==> src/rtl/lector_de_registros.sv <==
// lector_de_registros: sweeps the register bank read port over an inclusive,
// wrapping address range and streams each word over a valid/ready handshake.
//
// Handshake: a word transfers on any rising edge where out_valid and out_ready
// are both 1. out_data/out_addr stay stable while out_valid=1 and out_ready=0.
// out_valid never drops without a transfer, except on abort or reset.
module lector_de_registros #(
  parameter int N = 5,
  parameter int M = 32
) (
  input  logic         clk,
  input  logic         rst,
  input  logic         start,
  input  logic         abort,
  input  logic [N-1:0] addr_lo,
  input  logic [N-1:0] addr_hi,
  output logic [N-1:0] addr_rs1,
  input  logic [M-1:0] rs1,
  output logic [M-1:0] out_data,
  output logic [N-1:0] out_addr,
  output logic         out_valid,
  input  logic         out_ready,
  output logic         busy,
  output logic         done,
  output logic [1:0]   dbg_state
);

  typedef enum logic [1:0] {
    IDLE  = 2'd0,
    FETCH = 2'd1,
    SEND  = 2'd2,
    DONE  = 2'd3
  } state_t;

  state_t         state_q, state_d;
  logic [N-1:0]   ptr_q, ptr_d;
  logic [N-1:0]   last_q, last_d;
  logic           fin_q, fin_d;
  logic [M-1:0]   data_q, data_d;
  logic [N-1:0]   oaddr_q, oaddr_d;
  logic           valid_q, valid_d;
  logic           load;

  // Next-state logic: sequencing, range latch and word loading from the bank.
  always_comb begin
    state_d = state_q;
    ptr_d   = ptr_q;
    last_d  = last_q;
    fin_d   = fin_q;
    data_d  = data_q;
    oaddr_d = oaddr_q;
    valid_d = valid_q;
    load    = 1'b0;

    case (state_q)
      IDLE: begin
        if (start) begin
          ptr_d   = addr_lo;
          last_d  = addr_hi;
          fin_d   = 1'b0;
          state_d = FETCH;
        end
      end
      FETCH: begin
        if (abort) begin
          valid_d = 1'b0;
          state_d = IDLE;
        end else begin
          load    = 1'b1;
          state_d = SEND;
        end
      end
      SEND: begin
        // Abort wins over a handshake in the same cycle.
        if (abort) begin
          valid_d = 1'b0;
          state_d = IDLE;
        end else if (valid_q && out_ready) begin
          if (fin_q) begin
            valid_d = 1'b0;
            state_d = DONE;
          end else begin
            load = 1'b1;
          end
        end
      end
      DONE: begin
        state_d = IDLE;
      end
      default: begin
        state_d = IDLE;
      end
    endcase

    // Capture the word at ptr; the pointer stops at the end address and the
    // fin flag marks that the final word is now in the output register.
    if (load) begin
      data_d  = rs1;
      oaddr_d = ptr_q;
      valid_d = 1'b1;
      if (ptr_q == last_q) begin
        fin_d = 1'b1;
      end else begin
        ptr_d = ptr_q + N'(1);
      end
    end
  end

  // State and datapath registers with asynchronous active-low clear.
  always_ff @(posedge clk or negedge rst) begin
    if (!rst) begin
      state_q <= IDLE;
      ptr_q   <= '0;
      last_q  <= '0;
      fin_q   <= 1'b0;
      data_q  <= '0;
      oaddr_q <= '0;
      valid_q <= 1'b0;
    end else begin
      state_q <= state_d;
      ptr_q   <= ptr_d;
      last_q  <= last_d;
      fin_q   <= fin_d;
      data_q  <= data_d;
      oaddr_q <= oaddr_d;
      valid_q <= valid_d;
    end
  end

  assign addr_rs1  = ptr_q;
  assign out_data  = data_q;
  assign out_addr  = oaddr_q;
  assign out_valid = valid_q;
  assign busy      = (state_q != IDLE);
  assign done      = (state_q == DONE);
  assign dbg_state = state_q;

endmodule
==> config.mk <==
export PLATFORM = sky130hd
export DESIGN_NAME = lector_de_registros
export DESIGN_NICKNAME = d
export VERILOG_FILES = /design/src/rtl/lector_de_registros.sv
export SDC_FILE = /design/constraint.sdc
export NUM_CORES = 1
export LEC_CHECK = 0
export ABC_AREA = 1
export CELL_PAD_IN_SITES_DETAIL_PLACEMENT = 1
export CELL_PAD_IN_SITES_GLOBAL_PLACEMENT = 2
export CORE_ASPECT_RATIO = 2
export CORE_UTILIZATION = 26
export CTS_CLUSTER_DIAMETER = 40
export CTS_CLUSTER_SIZE = 14
export DETAILED_ROUTE_END_ITERATION = 10
export PLACE_DENSITY_LB_ADDON = 0.2
export SLEW_MARGIN = 20
export SYNTH_ARGS = -nofsm -noshare
export SYNTH_HDL_FRONTEND = slang
export SYNTH_SLANG_ARGS = --single-unit
==> constraint.sdc <==
create_clock -name clk -period 4.05 [get_ports clk]
set_clock_uncertainty 0.2 [all_clocks]
set_input_delay 0.405 -clock clk [delete_from_list [all_inputs] [get_ports clk]]
set_output_delay 0.405 -clock clk [all_outputs]
set_load 0.005 [all_outputs]
Word-level counts from Yosys, hierarchy flattened:

Index checks and enable logic that the tools add are counted.

* equality and inequality tests: 10
* bitwise gates (word level): 0
* magnitude comparators: 0
* reductions and logical operators: 7
* shift-type cells: 0
* multiply operators: 0
* muxes and demuxes: 25
* add/sub/neg operators: 1
* divide/modulo/power cells: 0

Operator list (count)
* $mux 5: 4
* $mux 1: 13
* $mux 2: 5
* $ne 3x3->1 const B: 3
* $ne 4x4->1 const B: 2
* $pmux 2 s4: 1
* $add 5x1->5 const B: 1
* $eq 5x5->1: 1
* $eq 2x2->1 const B: 2
* $pmux 1 s2: 2
* $reduce_and 4->1: 1
* $reduce_and 3->1: 1
* $reduce_bool 3->1: 1
* $eq 2x1->1 const B: 1
* $logic_not 2->1: 1
* $ne 2x2->1 const B: 1
* $reduce_and 2->1: 1
* $reduce_bool 2->1: 1
* $logic_and 1x1->1: 1

* memories kept: 0
* register bits after elaboration: 51
* word-level logic and storage cells: 50
* ROM bits: 0
* bits of input ports: 47
* latch bits: 0
* memory bits (writable): 0

Depth between registers and ports, before layout:

Gate-level depths: netlist of run 1.

* depth in word-level cells: 6
* depth in mapped cells: 10
* mapped depth without buffers: 10

Worst setup path before layout of run 1:

Ideal clock, no wire load.

* kind: register -> register
* start point: register state_q[0], in the netlist dbg_state[0]
* end point: register ptr_q[2], in the netlist addr_rs1[2]
* arrival: 1.321 ns
* stages on the path, launching flop included: 7
* buffers on the path: 0
* setup time: 0.123 ns
* setup slack: 2.406 ns
* data required time: 3.727 ns
* cell sequence: dfrtp_1 inv_1 ha_1 a21boi_4 nand2_4 nand2_1 o21ai_1

* cells in the longest elaborated chain, start to end: 4

RTL lines
* start: declaration: RTL line 35 `state_t state_q, state_d;`
* start signal: assignment: RTL line 120 `state_q <= state_d;`
* $logic_not 2->1: RTL line 55 `case (state_q)`
* $mux 5: RTL line 55
* $mux 5: RTL line 101 `if (ptr_q == last_q) begin`
* $mux 5 *: RTL line 97 `if (load) begin`
* net ptr_d[2]: RTL line 36 `logic [N-1:0] ptr_q, ptr_d;`
* end signal: assignment: RTL line 121 `ptr_q <= ptr_d;`
* end: declaration: RTL line 36

The timed path passes the listed nets; every way through them passes the cells marked *.
A chain may end at the register's enable or synchronous reset.

Final worst setup path of run 1:

Ends and elaborated chain as after synthesis.

==> results of run 1 <==
-- stage by stage --
| step | util | setup slack, ps | hold slack [ps] | cell area [um^2] | power, mW |
|---|---|---|---|---|---|
| 2_1_floorplan | - | 2406 | -90.59 | 2297 | 1.542 |
| 3_3_place_gp | 0.3810 | 1466 | 260.6 | 3272 | 2.138 |
| 3_5_place_dp | 0.3810 | 1402 | 266.2 | 3272 | 2.171 |
| 4_1_cts | 0.3973 | 1608 | 71.49 | 3412 | 2.600 |
| 5_1_grt | 0.3973 | 1424 | 107.3 | 3412 | 2.775 |
| 6_report | 0.3973 | 1682 | 31.30 | 3412 | 2.540 |
-- area by class of cell --
| class | instances | share of cell area |
|---|---|---|
| timing repair buffer | 94 | 0.2736 |
| clock inverter | 3 | 0.004400 |
| tap | 100 | 0.03667 |
| sequential | 51 | 0.3740 |
| multi-input combinational | 189 | 0.2527 |
| inverter | 20 | 0.02200 |
| clock buffer | 5 | 0.03667 |
-- where the power goes --
part           total [mW]  internal, mW  switching (mW)
Combinational        1.20         0.636           0.563
Sequential          0.929         0.752           0.177
Clock               0.412         0.226           0.186
-- Yosys cell counts --
library cell,instances
nand2_4,1
xnor2_1,2
inv_1,18
nand3_1,5
o21ai_0,11
nand2_2,2
buf_2,1
xor2_1,2
nor2_2,1
ha_1,6
dfrtp_1,51
o21ai_1,7
inv_2,2
nand2_1,140
o31ai_1,1
a21boi_4,1
o22ai_1,1
nor3_1,1
nand3_2,2
buf_6,7
nor2_1,5
a21oi_1,1
-- worst register-to-register path: stages (launching register included) --
cell and delay, ps:
dfrtp_1 430, inv_1 140, ha_1 220, nand3_2 120, a21boi_4 800, nand2_4 180, nand2_1 100, o21ai_1 70
-- per-layer routing --
metal | up-vias | share of wire
met3 | 6 | 0.053
met2 | 56 | 0.55
met1 | 976 | 0.38
li1 | 1000 | -
met4 | 0 | 0.019
met5 | - | 0
-- final timing paths --
path,to,startpoint,depth (start not counted),slack [ps]
min reg2reg,out_data[3]$_DFFE_PN0P_,out_data[3]$_DFFE_PN0P_,2,280
min,out_data[2]$_DFFE_PN0P_,rst,1,30
max,addr_rs1[2]$_DFF_PN0_,dbg_state[0]$_DFFE_PN0P_,7,1680
min in group clk,out_data[3]$_DFFE_PN0P_,out_data[3]$_DFFE_PN0P_,2,280
max reg2reg,addr_rs1[2]$_DFF_PN0_,dbg_state[0]$_DFFE_PN0P_,7,1680
max in group asynchronous,out_data[23]$_DFFE_PN0P_,rst,2,2850
-- flip-flops by register name (all words and copies together), names as in the netlist --
name,cells
out_data,32
addr_rs1,5
last_q,5
out_addr,5
dbg_state,2
fin_q,1
out_valid,1
-- cell families (layout without fill, tap and decap cells) --
kind of cell               count (synthesis)  count (layout)  share of synthesized area
buffers and inverters                     28             122                    0.06917
xor gates and xnor gates                   4               4                    0.01525
AOI/OAI and AO/OA                         22              22                    0.05555
and+or+nand+nor                          157             157                     0.2718
adders and majority gates                  6               6                    0.03268
DFF                                       51              51                     0.5556
==> out/results.txt, run 1 <==
Worst slew margin = 0.3208
Critical-path maximum fanout = 36
Grt ovf = 0
FF+latch count, synth = 51
DP Cell Count = 454
Area grow syn2layout = 48.53%
Register area share after synthesis = 0.5556
H-tree Lvls = 2
Max VDD drop = 0.2278 mV
Status = finished, final reports clean
M1 GR Usage = 0.1629
Post-cts sizing count = 0
Top Usage Layer GRT = met2
Worst-case clock buffer depth = 2
Slowest-stage cell, CP = a21boi_4
I/O Pins = 94
Netlist Area Pre-Place = 2297 um^2
Avg Cell Area, Syn = 8.572 um^2
FF/Latch Area = 1276 um^2
Max-slew violations = 0
Final setup vio count = 0
Syn. warnings = 0
Die height = 134.9 um
Met2 usage = 0.2718
Hold_buf cts = 0
Routed vias = 2038
Nets = 414
Yosys top cell area share = 0.5556
Crit start category = register
Unrepaired setup endpoints after global routing = no
Final worst path period need = 2368 ps
Worst EP arrival = 2340 ps
CP Class = reg -> reg
Routed Antenna Nets = 0
Required @ worst endpoint = 4030 ps
Worst Setup End Kind = register
PortBufs = 93
Worst path bufs/invs = 1
Final period util = 0.5848
Clock root cell = clkbuf_16
Worst-margin pin slew = 1016 ps
Footprint of the multi-input gates = 862.1 um^2
Clk sink count = 51
Final std cells w/o fill = 462
Cell taking the most area after synthesis = dfrtp_1
Core ar. = 8588 um^2
Gr usage total = 0.1508
Largest net degree at the start of global routing = 45
Inserted Diodes = 0
Dpl hpwl = 4.711 mm
Share of cells above drive strength 1 = 0.05249
P_leak = 1.667 nW
Die ar. = 9238 um^2
Syn Nets = 321
Pwr dens = 744.5 nW/um^2
Postcts setup bufs = 0
Number of fillers in the final layout = 1034
Detail-routed via count per cell = 4.411
Top post-synthesis cells by area = dfrtp_1 (56%), nand2_1 (23%), buf_6 (3.4%), ha_1 (3.3%), inv_1 (2.9%)
Initial Util = 0.2675
DR pass1 iterations = 4
Most frequent cells in the layout = nand2_1 (140), clkdlybuf4s50_1 (92), dfrtp_1 (51)
Worst-path cell chain = inv_1, ha_1, nand3_2, a21boi_4, nand2_4, nand2_1, o21ai_1
Final WL = 6.393 mm
Post-DR wirelength/cell = 13.84 um
Initial antenna violation count = 0
Global-route wire length before repair = 10.24 mm
CTS buffer count = 5
Clock latency on the worst-skew pair = 290 ps
Commonest non-fill, non-tap cell in the layout = nand2_1
Final hold violation count = 0
Max-cap violations = 0
GPL Wtd Cong = 0.7663
Grt met3 use = 0.02872
Vias in the first global route = 2108
Final TNS setup = 0 ps
Mapped Cells = 268
CTS tree = done
CP top delay family = compound AO/OA/AOI/OAI gates
Reg clk slew, reported paths = 70 ps
Synth cell types = 22
Die width = 68.47 um
Crit-path max cell delay = 800 ps
# rows = 48
Hold crit path type = in -> async
DRC Markers = 0
Starting DRT DRC Count = 84
Max Fclk = 0.4222 GHz
(Power assumes the default switching activity.)
==> inputs of run 2 (changes only) <==
--- a/config.mk
+++ b/config.mk
@@ -9,7 +9,7 @@
 export CELL_PAD_IN_SITES_DETAIL_PLACEMENT = 1
 export CELL_PAD_IN_SITES_GLOBAL_PLACEMENT = 2
 export CORE_ASPECT_RATIO = 2
-export CORE_UTILIZATION = 26
+export CORE_UTILIZATION = 21
 export CTS_CLUSTER_DIAMETER = 40
 export CTS_CLUSTER_SIZE = 14
 export DETAILED_ROUTE_END_ITERATION = 10
==> constraint.sdc (replaced) <==
create_clock -name clk -period 2 [get_ports clk]
set_clock_uncertainty 0.2 [all_clocks]
set_input_delay 0.2 -clock clk [delete_from_list [all_inputs] [get_ports clk]]
set_output_delay 0.2 -clock clk [all_outputs]
set_load 0.005 [all_outputs]
==> run 2 against run 1 <==
Against the previous run:
- global-route usage is 2.4 points lower
- sequential cell count unchanged
- first-iteration DRC count fell by 56%
- register-to-register slack got worse by 1400 ps
- die area rose by 23%
- sequential share of layout area fell by 2.1 points
- worst setup slack got worse by 1600 ps
- wire length rose by 6.5%
- critical path type is now reg -> out
- largest cell class unchanged
==> out/results.txt, run 2 (synthesis results as in run 1) <==
Status = finished, final reports clean
CTS buffer count = 5 (unchanged)
Die ar. = 11390 um^2 (+23%)
Crit start category = register
Final WL = 6.810 mm (+6.5%)
Placed cell areas = 3421 um^2 (+4.6%)
Worst path bufs/invs = 3 (+2)
Routed vias = 2077 (+1.9%)
GPL Wtd Cong = 0.7385 (-3.6%)
Commonest non-fill, non-tap cell in the layout = nand2_1
Critical path's most frequent cell = inv_1
Worst Setup End Kind = output port
I/O Pins = 94 (unchanged)
Nets = 424 (+2.4%)
DR pass1 iterations = 4 (unchanged)
Hold crit path type = in -> async
Grt ovf = 0 (unchanged)
Area grow syn2layout = 57.57%
Top Usage Layer GRT = met2
Initial Util = 0.2179 (-0.04961)
Clock root cell = clkbuf_16
Share of cells above drive strength 1 = 0.07527 (+0.02278)
Max VDD drop = 0.4329 mV (+90%)
Worst reg-to-reg path cell count = 8 (+1)
Max-slew violations = 0 (unchanged)
Post-cts sizing count = 0 (unchanged)
Core ar. = 10540 um^2 (+23%)
Routed Antenna Nets = 0 (unchanged)
Design area = 3620 um^2 (+6.1%)
Most frequent cells in the layout = nand2_1 (140), clkdlybuf4s50_1 (92), dfrtp_1 (51)
Vias in the first global route = 2220 (+5.3%)
Critical-path maximum fanout = 4 (-89%)
Reg clk slew, reported paths = 70 ps (about the same)
CP Class = reg -> out
Worst EP arrival = 1520 ps (-820 ps)
Detail-routed via count per cell = 4.081 (-7.5%)
Largest net degree at the start of global routing = 52 (+16%)
PortBufs = 93 (unchanged)
Inserted Diodes = 0 (unchanged)
Number of fillers in the final layout = 1255 (+21%)
Pwr dens = 1521 nW/um^2 (+100%)
Initial antenna violation count = 0 (unchanged)
Grt met3 use = 0.02195 (-0.006765)
Post-DR wirelength/cell = 13.38 um (-3.3%)
Die height = 149.9 um (+11%)
DRC Markers = 0 (unchanged)
Worst slew margin = 0.7269 (+0.4061)
Final period util = 0.9595
# rows = 53 (+10%)
Final hold violation count = 0 (unchanged)
Worst-case clock buffer depth = 2 (unchanged)
Final worst path period need = 1919 ps
H-tree Lvls = 2 (unchanged)
Met2 usage = 0.2500 (-0.02179)
Reg-to-reg slack, setup = 240 ps (-1440 ps)
Final TNS setup = 0 ps (unchanged)
Max Fclk = 0.5211 GHz
Clk sink count = 51 (unchanged)
Global-route wire length before repair = 11.24 mm (+9.8%)
Required @ worst endpoint = 1600 ps (-2430 ps)
Worst-path cell chain = inv_1, ha_1, inv_1, clkdlybuf4s50_1
Die width = 75.96 um (+11%)
Crit-path max cell delay = 500 ps (-300 ps)
M1 GR Usage = 0.1320 (-0.03090)
Gr usage total = 0.1269 (-0.02385)
Crit Reg-Reg Startpoint = dbg_state[1]$_DFFE_PN0P_
Unrepaired setup endpoints after global routing = no
CTS tree = done
Worst-margin pin slew = 405.3 ps (-610.9 ps)
Clock latency on the worst-skew pair = 290 ps (about the same)
Slowest-stage cell, CP = clkdlybuf4s50_1
Starting DRT DRC Count = 37 (-56%)
CP top delay family = buffers and inverters
Final setup vio count = 0 (unchanged)
P_leak = 1.746 nW (+4.8%)
Max-cap violations = 0 (unchanged)
Largest register FFs = 32 (unchanged)
R2R Path End = dbg_state[0]$_DFFE_PN0P_
Dpl hpwl = 5.155 mm (+9.4%)
-- run 2: changes by cell type in the layout (fill, tap and decap cells not counted), sizes merged --
cell	previous run	this run
dlygate4sd3	0	1
buf	2	11
clkinv	3	1
clkbuf	5	6
bufinv	0	1
-- run 2: timing repair --
action                     4_1_cts  5_1_grt
setup buffers                    2        0
hold buffers                     1        0
hold endpoints to repair        51        0
setup endpoints to repair        1        0
-- run 2: routing by layer --
| metal | share of wire | wire length [um] |
|---|---|---|
| met5 | 0 | 0 |
| met1 | 0.37 | 2537 |
| met4 | 0.016 | 106 |
| met2 | 0.57 | 3915 |
| met3 | 0.037 | 251 |
-- run 2: where the power goes --
group / switching (mW) / total [mW] / internal, mW
clock: 0.388 / 1.01 / 0.623
combinational: 1.21 / 2.65 / 1.44
sequential: 0.318 / 1.84 / 1.52
total: 1.92 / 5.50 / 3.59
-- run 2: worst max path at each step --
stage | slack (ps) | cells past startpoint | to | startpoint
floorplan | 360 | 6 | addr_rs1[2]$_DFF_PN0_ | dbg_state[0]$_DFFE_PN0P_
global placement | 160 | 7 | out_data[15]$_DFFE_PN0P_ | abort
detailed placement | 130 | 7 | out_data[15]$_DFFE_PN0P_ | abort
CTS | 50 | 4 | busy | dbg_state[0]$_DFFE_PN0P_
global route | 20 | 4 | busy | dbg_state[0]$_DFFE_PN0P_
finish | 80 | 4 | busy | dbg_state[0]$_DFFE_PN0P_
-- run 2: worst register-to-register path, cell delays in order (launching register included) --
cell	delay [ps]
dfrtp_1	390
buf_4	160
ha_1	220
inv_1	70
nor2_1	50
o21ai_0	100
o21ai_0	210
nor3_1	180
a21oi_1	60
-- run 2: metrics by stage --
| step | hold slack [ps] | setup WS (ps) | total power, mW | instances | util |
|---|---|---|---|---|---|
| floorplan | -295.6 | 356.0 | 3.122 | 268 | - |
| global placement | 27.33 | 163.6 | 4.528 | 498 | 0.3244 |
| detailed placement | 28.11 | 127.9 | 4.578 | 498 | 0.3244 |
| CTS | 230.6 | 53.55 | 5.676 | 509 | 0.3433 |
| global route | 249.7 | 22.00 | 6.003 | 509 | 0.3433 |
| finish | 241.6 | 80.95 | 5.505 | 509 | 0.3433 |
-- run 2: final cells by class --
type / count / area [um^2] / area share
timing repair buffer: 104 / 1061 / 0.2931
sequential: 51 / 1276 / 0.3526
inverter: 20 / 75.07 / 0.02074
clock inverter: 2 / 35.03 / 0.009679
multi-input combinational: 189 / 862.1 / 0.2382
clock buffer: 6 / 138.9 / 0.03837
tap: 137 / 171.4 / 0.04736
==> inputs of run 3 (changes only) <==
--- a/config.mk
+++ b/config.mk
@@ -11,7 +11,7 @@
 export CORE_ASPECT_RATIO = 2
 export CORE_UTILIZATION = 21
 export CTS_CLUSTER_DIAMETER = 40
-export CTS_CLUSTER_SIZE = 14
+export CTS_CLUSTER_SIZE = 10
 export DETAILED_ROUTE_END_ITERATION = 10
 export PLACE_DENSITY_LB_ADDON = 0.2
 export SLEW_MARGIN = 20
==> results of run 3 <==
No change in the layout: final DEF, timing and power equal those of run 2.
